==> src/rtl/strobe_serializer_pkg.sv <==
// Shared types and sizing helpers for the strobe serializer.
// State encoding plus counter-width functions used by the top and the phase counter.
package strobe_serializer_pkg;

    typedef enum logic [1:0] {
        IDLE  = 2'd0,
        SETUP = 2'd1,
        HOLD  = 2'd2
    } state_t;

    // Bit counter must be able to index every bit of a word, parity included.
    function automatic int bit_cnt_width(input int width);
        return $clog2(width + 1);
    endfunction

    // One spare bit keeps DIV=1 (load value 0) legal.
    function automatic int phase_cnt_width(input int div);
        return $clog2(div) + 1;
    endfunction

endpackage

==> src/rtl/strobe_serializer_if.sv <==
// Word-in / serial-out bundle for the strobe serializer.
// master drives the parallel word; slave is the serializer itself.
interface strobe_serializer_if #(
    parameter int WIDTH = 8
);
    logic [WIDTH-1:0] in_data;
    logic             in_valid;
    logic             in_ready;
    logic             strobe_out;
    logic             data_out;
    logic             busy;

    modport master (
        output in_data,
        output in_valid,
        input  in_ready,
        input  strobe_out,
        input  data_out,
        input  busy
    );

    modport slave (
        input  in_data,
        input  in_valid,
        output in_ready,
        output strobe_out,
        output data_out,
        output busy
    );
endinterface

==> src/rtl/strobe_serializer_phase_cnt.sv <==
// Loadable down-counter timing one SETUP or HOLD phase of DIV clk cycles.
// load has priority; counting stops at zero, and zero is flagged combinationally.
module strobe_serializer_phase_cnt
    import strobe_serializer_pkg::*;
#(
    parameter int DIV = 4
) (
    input  logic clk,
    input  logic rst,
    input  logic load,
    input  logic en,
    output logic zero
);
    localparam int             PW       = phase_cnt_width(DIV);
    localparam logic [PW-1:0]  LOAD_VAL = PW'(DIV - 1);

    logic [PW-1:0] count_reg;
    logic [PW-1:0] count_next;

    always_comb begin
        count_next = count_reg;
        if (load) begin
            count_next = LOAD_VAL;
        end else if (en && (count_reg != '0)) begin
            count_next = count_reg - PW'(1);
        end
    end

    always_ff @(posedge clk) begin
        if (rst) begin
            count_reg <= '0;
        end else begin
            count_reg <= count_next;
        end
    end

    assign zero = (count_reg == '0);

endmodule

==> src/rtl/strobe_serializer.sv <==
// MSB-first serializer emitting a data bit plus a registered qualifying strobe.
// Optional parity bit appended when STROBE_SERIALIZER_PARITY_EN is defined.
module strobe_serializer
    import strobe_serializer_pkg::*;
#(
    parameter int WIDTH = 8,
    parameter int DIV   = 4
) (
    input  logic                  clk,
    input  logic                  rst,
    strobe_serializer_if.slave    bus
);
`ifdef STROBE_SERIALIZER_PARITY_EN
    localparam int FB = WIDTH + 1;
`else
    localparam int FB = WIDTH;
`endif
    localparam int             BW       = bit_cnt_width(WIDTH);
    localparam logic [BW-1:0]  LAST_BIT = BW'(FB - 1);

    state_t          state_reg;
    state_t          state_next;
    logic [FB-1:0]   shift_reg;
    logic [FB-1:0]   shift_next;
    logic [BW-1:0]   bit_cnt_reg;
    logic [BW-1:0]   bit_cnt_next;
    logic            strobe_reg;
    logic            strobe_next;
    logic            busy_reg;
    logic            busy_next;

    logic            ready;
    logic            take;
    logic            phase_load;
    logic            phase_zero;
    logic [FB-1:0]   load_word;

`ifdef STROBE_SERIALIZER_PARITY_EN
    // Even parity rides in the LSB so it simply shifts out after the data bits.
    assign load_word = {bus.in_data, ^bus.in_data};
`else
    assign load_word = bus.in_data;
`endif

    assign ready = (state_reg == IDLE) && !rst;
    assign take  = bus.in_valid && ready;

    strobe_serializer_phase_cnt #(
        .DIV (DIV)
    ) u_phase_cnt (
        .clk  (clk),
        .rst  (rst),
        .load (phase_load),
        .en   (state_reg != IDLE),
        .zero (phase_zero)
    );

    always_comb begin
        state_next   = state_reg;
        shift_next   = shift_reg;
        bit_cnt_next = bit_cnt_reg;
        strobe_next  = strobe_reg;
        busy_next    = busy_reg;
        phase_load   = 1'b0;
        unique case (state_reg)
            IDLE: begin
                if (take) begin
                    shift_next   = load_word;
                    bit_cnt_next = '0;
                    busy_next    = 1'b1;
                    phase_load   = 1'b1;
                    state_next   = SETUP;
                end
            end
            SETUP: begin
                if (phase_zero) begin
                    strobe_next = 1'b1;
                    phase_load  = 1'b1;
                    state_next  = HOLD;
                end
            end
            HOLD: begin
                if (phase_zero) begin
                    strobe_next = 1'b0;
                    if (bit_cnt_reg == LAST_BIT) begin
                        // Shift register is left alone so data_out keeps the last bit.
                        busy_next  = 1'b0;
                        state_next = IDLE;
                    end else begin
                        shift_next   = {shift_reg[FB-2:0], 1'b0};
                        bit_cnt_next = bit_cnt_reg + BW'(1);
                        phase_load   = 1'b1;
                        state_next   = SETUP;
                    end
                end
            end
            default: begin
                state_next = IDLE;
            end
        endcase
    end

    always_ff @(posedge clk) begin
        if (rst) begin
            state_reg   <= IDLE;
            shift_reg   <= '0;
            bit_cnt_reg <= '0;
            strobe_reg  <= 1'b0;
            busy_reg    <= 1'b0;
        end else begin
            state_reg   <= state_next;
            shift_reg   <= shift_next;
            bit_cnt_reg <= bit_cnt_next;
            strobe_reg  <= strobe_next;
            busy_reg    <= busy_next;
        end
    end

    // data_out is the registered MSB of the shift register, so it moves only on load or shift.
    assign bus.data_out   = shift_reg[FB-1];
    assign bus.strobe_out = strobe_reg;
    assign bus.busy       = busy_reg;
    assign bus.in_ready   = ready;

endmodule

==> src/flat_wrapper.sv <==
// flat-port wrapper written by rule: the top's interface ports become plain ports
module strobe_serializer_flat import strobe_serializer_pkg::*;
#(
    parameter int WIDTH = 8,
    parameter int DIV   = 4
)
  (clk, rst, bus_in_data, bus_in_valid, bus_in_ready, bus_strobe_out, bus_data_out, bus_busy);
  strobe_serializer_if #(.WIDTH(WIDTH)) bus_i ();
  input  logic clk;
  input  logic rst;
  input wire logic [$bits(bus_i.in_data)-1:0] bus_in_data;
  input wire logic [$bits(bus_i.in_valid)-1:0] bus_in_valid;
  output wire logic [$bits(bus_i.in_ready)-1:0] bus_in_ready;
  output wire logic [$bits(bus_i.strobe_out)-1:0] bus_strobe_out;
  output wire logic [$bits(bus_i.data_out)-1:0] bus_data_out;
  output wire logic [$bits(bus_i.busy)-1:0] bus_busy;
  assign bus_i.in_data = bus_in_data;
  assign bus_i.in_valid = bus_in_valid;
  assign bus_in_ready = bus_i.in_ready;
  assign bus_strobe_out = bus_i.strobe_out;
  assign bus_data_out = bus_i.data_out;
  assign bus_busy = bus_i.busy;
  strobe_serializer #(.WIDTH(WIDTH), .DIV(DIV)) u_core (.clk(clk), .rst(rst), .bus(bus_i));
endmodule
==> config.mk <==
export PLATFORM = sky130hd
export DESIGN_NAME = strobe_serializer_flat
export DESIGN_NICKNAME = d
export VERILOG_FILES = /design/src/rtl/strobe_serializer_pkg.sv /design/src/rtl/strobe_serializer_if.sv /design/src/rtl/strobe_serializer_phase_cnt.sv /design/src/rtl/strobe_serializer.sv /design/src/flat_wrapper.sv
export SDC_FILE = /design/constraint.sdc
export NUM_CORES = 1
export LEC_CHECK = 0
export BUFFER_PORTS_ARGS = -buffer_cell sky130_fd_sc_hd__buf_2
export CORE_MARGIN = 1.5
export CORE_UTILIZATION = 31
export DETAILED_ROUTE_END_ITERATION = 10
export GPL_TIMING_DRIVEN = 0
export RECOVER_POWER = 100
export SLEW_MARGIN = 10
export SYNTH_ARGS = -nofsm -noshare
export SYNTH_HDL_FRONTEND = slang
export SYNTH_SLANG_ARGS = --single-unit
==> constraint.sdc <==
create_clock -name clk -period 1.9 [get_ports clk]
set_clock_uncertainty 0.15 [all_clocks]
set_input_delay 0.19 -clock clk [delete_from_list [all_inputs] [get_ports clk]]
set_output_delay 0.19 -clock clk [all_outputs]
set_load 0.1 [all_outputs]
# Word level (Yosys, flattened, before mapping)

Index checks and enable logic that the tools add are counted.

Add/sub/neg operators: 2
Multiply operators: 0
Divide/modulo/power cells: 0
$lt $le $gt $ge: 0
Eq/ne operators: 8
Shift-type cells: 0
Muxes and demuxes: 27
Bitwise operators: 0
Reductions and logical operators: 16

Operators with widths:

| kind                | number |
|---|---|
| $mux 8              | 3 |
| $pmux 8 s2          | 1 |
| $mux 4              | 3 |
| $mux 1              | 10 |
| $mux 2              | 5 |
| $ne 2x1->1 const B  | 4 |
| $pmux 4 s2          | 1 |
| $reduce_and 4->1    | 2 |
| $reduce_bool 2->1   | 4 |
| $pmux 2 s3          | 1 |
| $reduce_and 3->1    | 2 |
| $add 4x1->4 const B | 1 |
| $eq 4x3->1 const B  | 1 |
| $pmux 1 s2          | 2 |
| $logic_and 1x1->1   | 3 |
| $logic_not 3->1     | 1 |
| $pmux 1 s3          | 1 |
| $reduce_bool 3->1   | 1 |
| $sub 3x1->3 const B | 1 |
| $eq 2x1->1 const B  | 1 |
| $eq 2x2->1 const B  | 1 |
| $logic_not 2->1     | 1 |
| $ne 2x2->1 const B  | 1 |
| $reduce_or 2->1     | 1 |
| $logic_not 1->1     | 1 |

Bits in registers: 19
Bits in latches: 0
Bits in writable memories: 0
ROM bits: 0
Input port bits: 11
Output and inout bits: 4
Logic and storage cells: 60
Memories: 0

# Logic depth before layout (Yosys ltp)

Depth after elaboration: 6
Mapped depth: 7
Depth with buffers taken out: 6

# Hierarchy

Synthesis repeated with hierarchy kept, for this count alone.

Cells, all modules: 109
Area, all modules: 1134.8 um2

Modules (own cells, without submodules):

| module                      | instances | cells each | area an instance (um2) | seq. area each (um2) |
|---|---|---|---|---|
| strobe_serializer           | 1         | 92         | 950.9                  | 320.3 |
| strobe_serializer_phase_cnt | 1         | 17         | 183.9                  | 60.1 |

# Least setup slack after synthesis

Ideal clock, no wire load.

Path type: flip-flop to output port
Start: register u_core.state_reg[1]
End: output bus_in_ready
Arrival time: 2.781 ns
Required time: 1.560 ns
Slack: -1.221 ns
Cell stages (with the launch flop): 4
Path buffers: 2
Cells stage by stage: dfxtp_1 buf_6 clkbuf_1 nor3_1

Longest elaborated chain between the ends: 2

Ends and longest elaborated chain:

| element                | RTL line                 | RTL |
|---|---|---|
| start, declared        | strobe_serializer.sv:21  | `state_t state_reg;` |
| start signal, assigned | strobe_serializer.sv:111 | `state_reg <= state_next;` |
| $logic_not 2->1        | strobe_serializer.sv:45  | `assign ready = (state_reg == IDLE) && !rst;` |
| $logic_and 1x1->1      | strobe_serializer.sv:45  |  |
| end, declared          | flat_wrapper.sv:13       | `output wire logic [$bits(bus_i.in_ready)-1:0] bus_in_ready;` |

No other way between the ends.

# Final worst setup path

Start: register u_core.bit_cnt_reg[0]
End: register u_core.shift_reg[1]

Longest elaborated chain between the ends: 3

Ends and longest elaborated chain:

| element                    | RTL line                 | RTL |
|---|---|---|
| start, declared            | strobe_serializer.sv:25  | `logic [BW-1:0] bit_cnt_reg;` |
| start signal, assigned     | strobe_serializer.sv:113 | `bit_cnt_reg <= bit_cnt_next;` |
| $eq 4x3->1                 | strobe_serializer.sv:85  | `if (bit_cnt_reg == LAST_BIT) begin` |
| $ne 2x2->1 (no line)       | -                        |  |
| $reduce_and 4->1 (no line) | -                        |  |
| end signal, assigned       | strobe_serializer.sv:112 | `shift_reg <= shift_next;` |
| end, declared              | strobe_serializer.sv:23  | `logic [FB-1:0] shift_reg;` |

No other way between the ends.
A chain may end at the register's enable or synchronous reset.

==> run metrics <==
outcome complete, no violations; Fmax achieved 0.537 GHz; CP max-delay cell o31ai_4; Post-Layout Cell Count 180; antenna fix cells 0; Cell Count Post-Placement 167; remaining antenna violation count 0; Main synth FF type dfxtp_1; Fill cells 311; CTS tree built; Root Driver clkbuf_4; IO Pins 15; GRT Total Usage 14.4%; multiplexer share of the synthesized area 8.22%; post-synth top area share 39.0%; Syn Std Cell Area 975 um2; xor/xnor cell area share of the yosys netlist 0%; register area share after synthesis 39.0%; # nets final 151; Largest register FFs 8; core area 0.00303 mm2; Die Ht 59.1 um; Cell variety after synth 28; kind of critical path flop to flop; PwrDens 907 mW/mm2; EDFF count, synth 0; vias in the first global route 827; Max-cap violations 0; slew margin rel. 63.8%; total global routing overflow 0; synth warn 0; router iterations before antenna repair 4; crit path DAT 1.90 ns; Multi-input gate area 572 um2; Via density 4.93; RD Place Congestion 0.821; main combinational cell family by area after synthesis simple AND/OR/NAND/NOR gates; post-synthesis compound-gate area fraction 20.3%; critical path cell sequence ha_1 -> and3b_2 -> o31ai_4 -> buf_8 -> buf_4 -> a211oi_1; wire per inst 12.4 um; register bit total from synthesis 19; vias after detailed routing 888; Setup-failing EPs final 0; peak supply drop 399 uV; dpl hpwl 1570 um; Util after Layout 41.7%; top-count cell post-synth dfxtp_1; Reg area 383 um2; CTS max path bufs 2; largest net degree at the start of global routing 12; async set or reset register ratio after synthesis 0%; starting density of the core 32.2%; Cell Rows 20; DRC 0; Die X 59.1 um; startpoint types flop; Crit. End Element flop; worst min path class primary input to flop; fin crit share 98.1%; Synth Instances 109; CP required 1.94 ns; layout cell share with drive strength beyond 1 34.6%; RSZ-0062 raised after global routing yes; Synth Area in Simple Gates 22.7%; worst-skew pair later-pin latency 0.31 ns; Avg Synthesized Cell Area 8.94 um2; first-pass GRT wire length 3820 um; H-tree Lvls 1; minimum clock period 1.86 ns; post-synthesis adder-cell area fraction 3.85%; top cells by area, synth dfxtp_1, mux2i_1, nor2_1; Post-Syn Nets 123; initial antenna violation count 0; Area growth, synth to finish 29.4%; clock buffer count from CTS 3; Leak 0.495 nW; Clock Sinks 19; CP peak stage delay 0.42 ns; Detailed Route Iter0 Violations 21; Routed Wire Length 2230 um; commonest cells in the netlist dfxtp_1, nor2_1, a21oi_1, mux2i_1, o21ai_0; Final Hold Fails 0; CTS clk-pin slew, worst paths 0.11 ns; worst slew pin tran 0.545 ns; CP max FO 7; cell taking the most area after synthesis dfxtp_1; DIE AREA 0.00349 mm2; fin. max-slew vios 0; IO buf count 14
per-stage QoR:
step                      power, mW  setup TNS, ns  area, um2  worst slack, ns  hold WS [ns]
after detailed placement      0.877         -0.416       1110           -0.143         0.304
after global routing           1.22        -0.0598       1260          -0.0427        0.0741
final                          1.14              0       1260           0.0365        0.0610
after floorplan               0.799              0        986           0.0337         0.176
after CTS                      1.09              0       1160           0.0128        0.0554
after global placement        0.865        -0.0623       1110          -0.0623         0.286
path summary, 6_finish.rpt:
path                                            start               endpoint  slack [ns]  cells past startpoint
worst max-delay path            u_core.bit_cnt_reg[0]    u_core.shift_reg[1]        0.04                      6
worst min-delay path                   bus_in_data[1]    u_core.shift_reg[1]        0.06                      3
worst max register to register  u_core.bit_cnt_reg[0]    u_core.shift_reg[1]        0.04                      6
worst min register to register  u_core.bus.strobe_out  u_core.bus.strobe_out        0.34                      2
worst max-delay path: cells and delay by family (launching register included):
kind	cells	cell delay (ns)
buffers and inverters	2	0.28
adders and majority gates	1	0.22
DFF	1	0.35
AOI/OAI and AO/OA	2	0.47
and+or+nand+nor	1	0.26
layout by cell type, fill, tap and decap left out, types with 2 or more instances in the layout:
cell type / instances
a211oi_1: 4
a211oi_2: 3
a21oi_1: 9
a311oi_1: 2
buf_2: 10
buf_4: 7
buf_6: 2
clkbuf_2: 6
clkbuf_4: 3
dfxtp_1: 17
dfxtp_2: 2
ha_1: 2
inv_1: 2
inv_2: 2
mux2i_1: 8
nand2_1: 5
nand3b_1: 5
nor2_1: 16
nor2_2: 2
nor3_1: 2
nor3b_1: 2
o21ai_0: 7
area by class of cell:
type / instances / area share (%)
repair buffers: 23 / 13.0
well taps: 44 / 4.37
clock inverters: 1 / 0.397
flip-flops and latches: 19 / 30.4
clock buffers: 3 / 1.79
multi-input cells: 80 / 45.3
inverters: 4 / 1.19
plain buffers: 6 / 3.57
where the power goes:
| group | switching [mW] | internal (mW) | leakage (nW) |
|---|---|---|---|
| Combinational | 0.276 | 0.175 | 0.320 |
| Sequential | 0.0323 | 0.448 | 0.157 |
| Clock | 0.135 | 0.0787 | 0.0177 |
timing repair:
| item | CTS | global route |
|---|---|---|
| hold buffers | 1 | 0 |
| buffers inserted | 0 | 7 |
| pin swaps | 0 | 5 |
| gates resized for setup | 3 | 11 |
| endpoints found under the setup margin | 6 | 7 |
| hold endpoints to repair | 1 | 0 |
| gates cloned | 0 | 1 |
per-layer routing:
layer / track usage [%] / part of all wire (%) / vias to the layer above
met3: 4.80 / 4.8 / 5
met4: 1.95 / 0.81 / 0
met2: 23.8 / 47 / 21
li1: - / - / 445
met1: 18.9 / 47 / 417
met5: 0 / 0 / -
cells by family (layout without fill, tap and decap cells):
group / Yosys count / count (layout)
simple gates: 41 / 41
compound gates: 28 / 28
flops: 19 / 19
buf+inv: 10 / 37
mux: 8 / 8
fa+ha+maj: 3 / 3
Note: power is estimated with default switching activity, not from simulation.
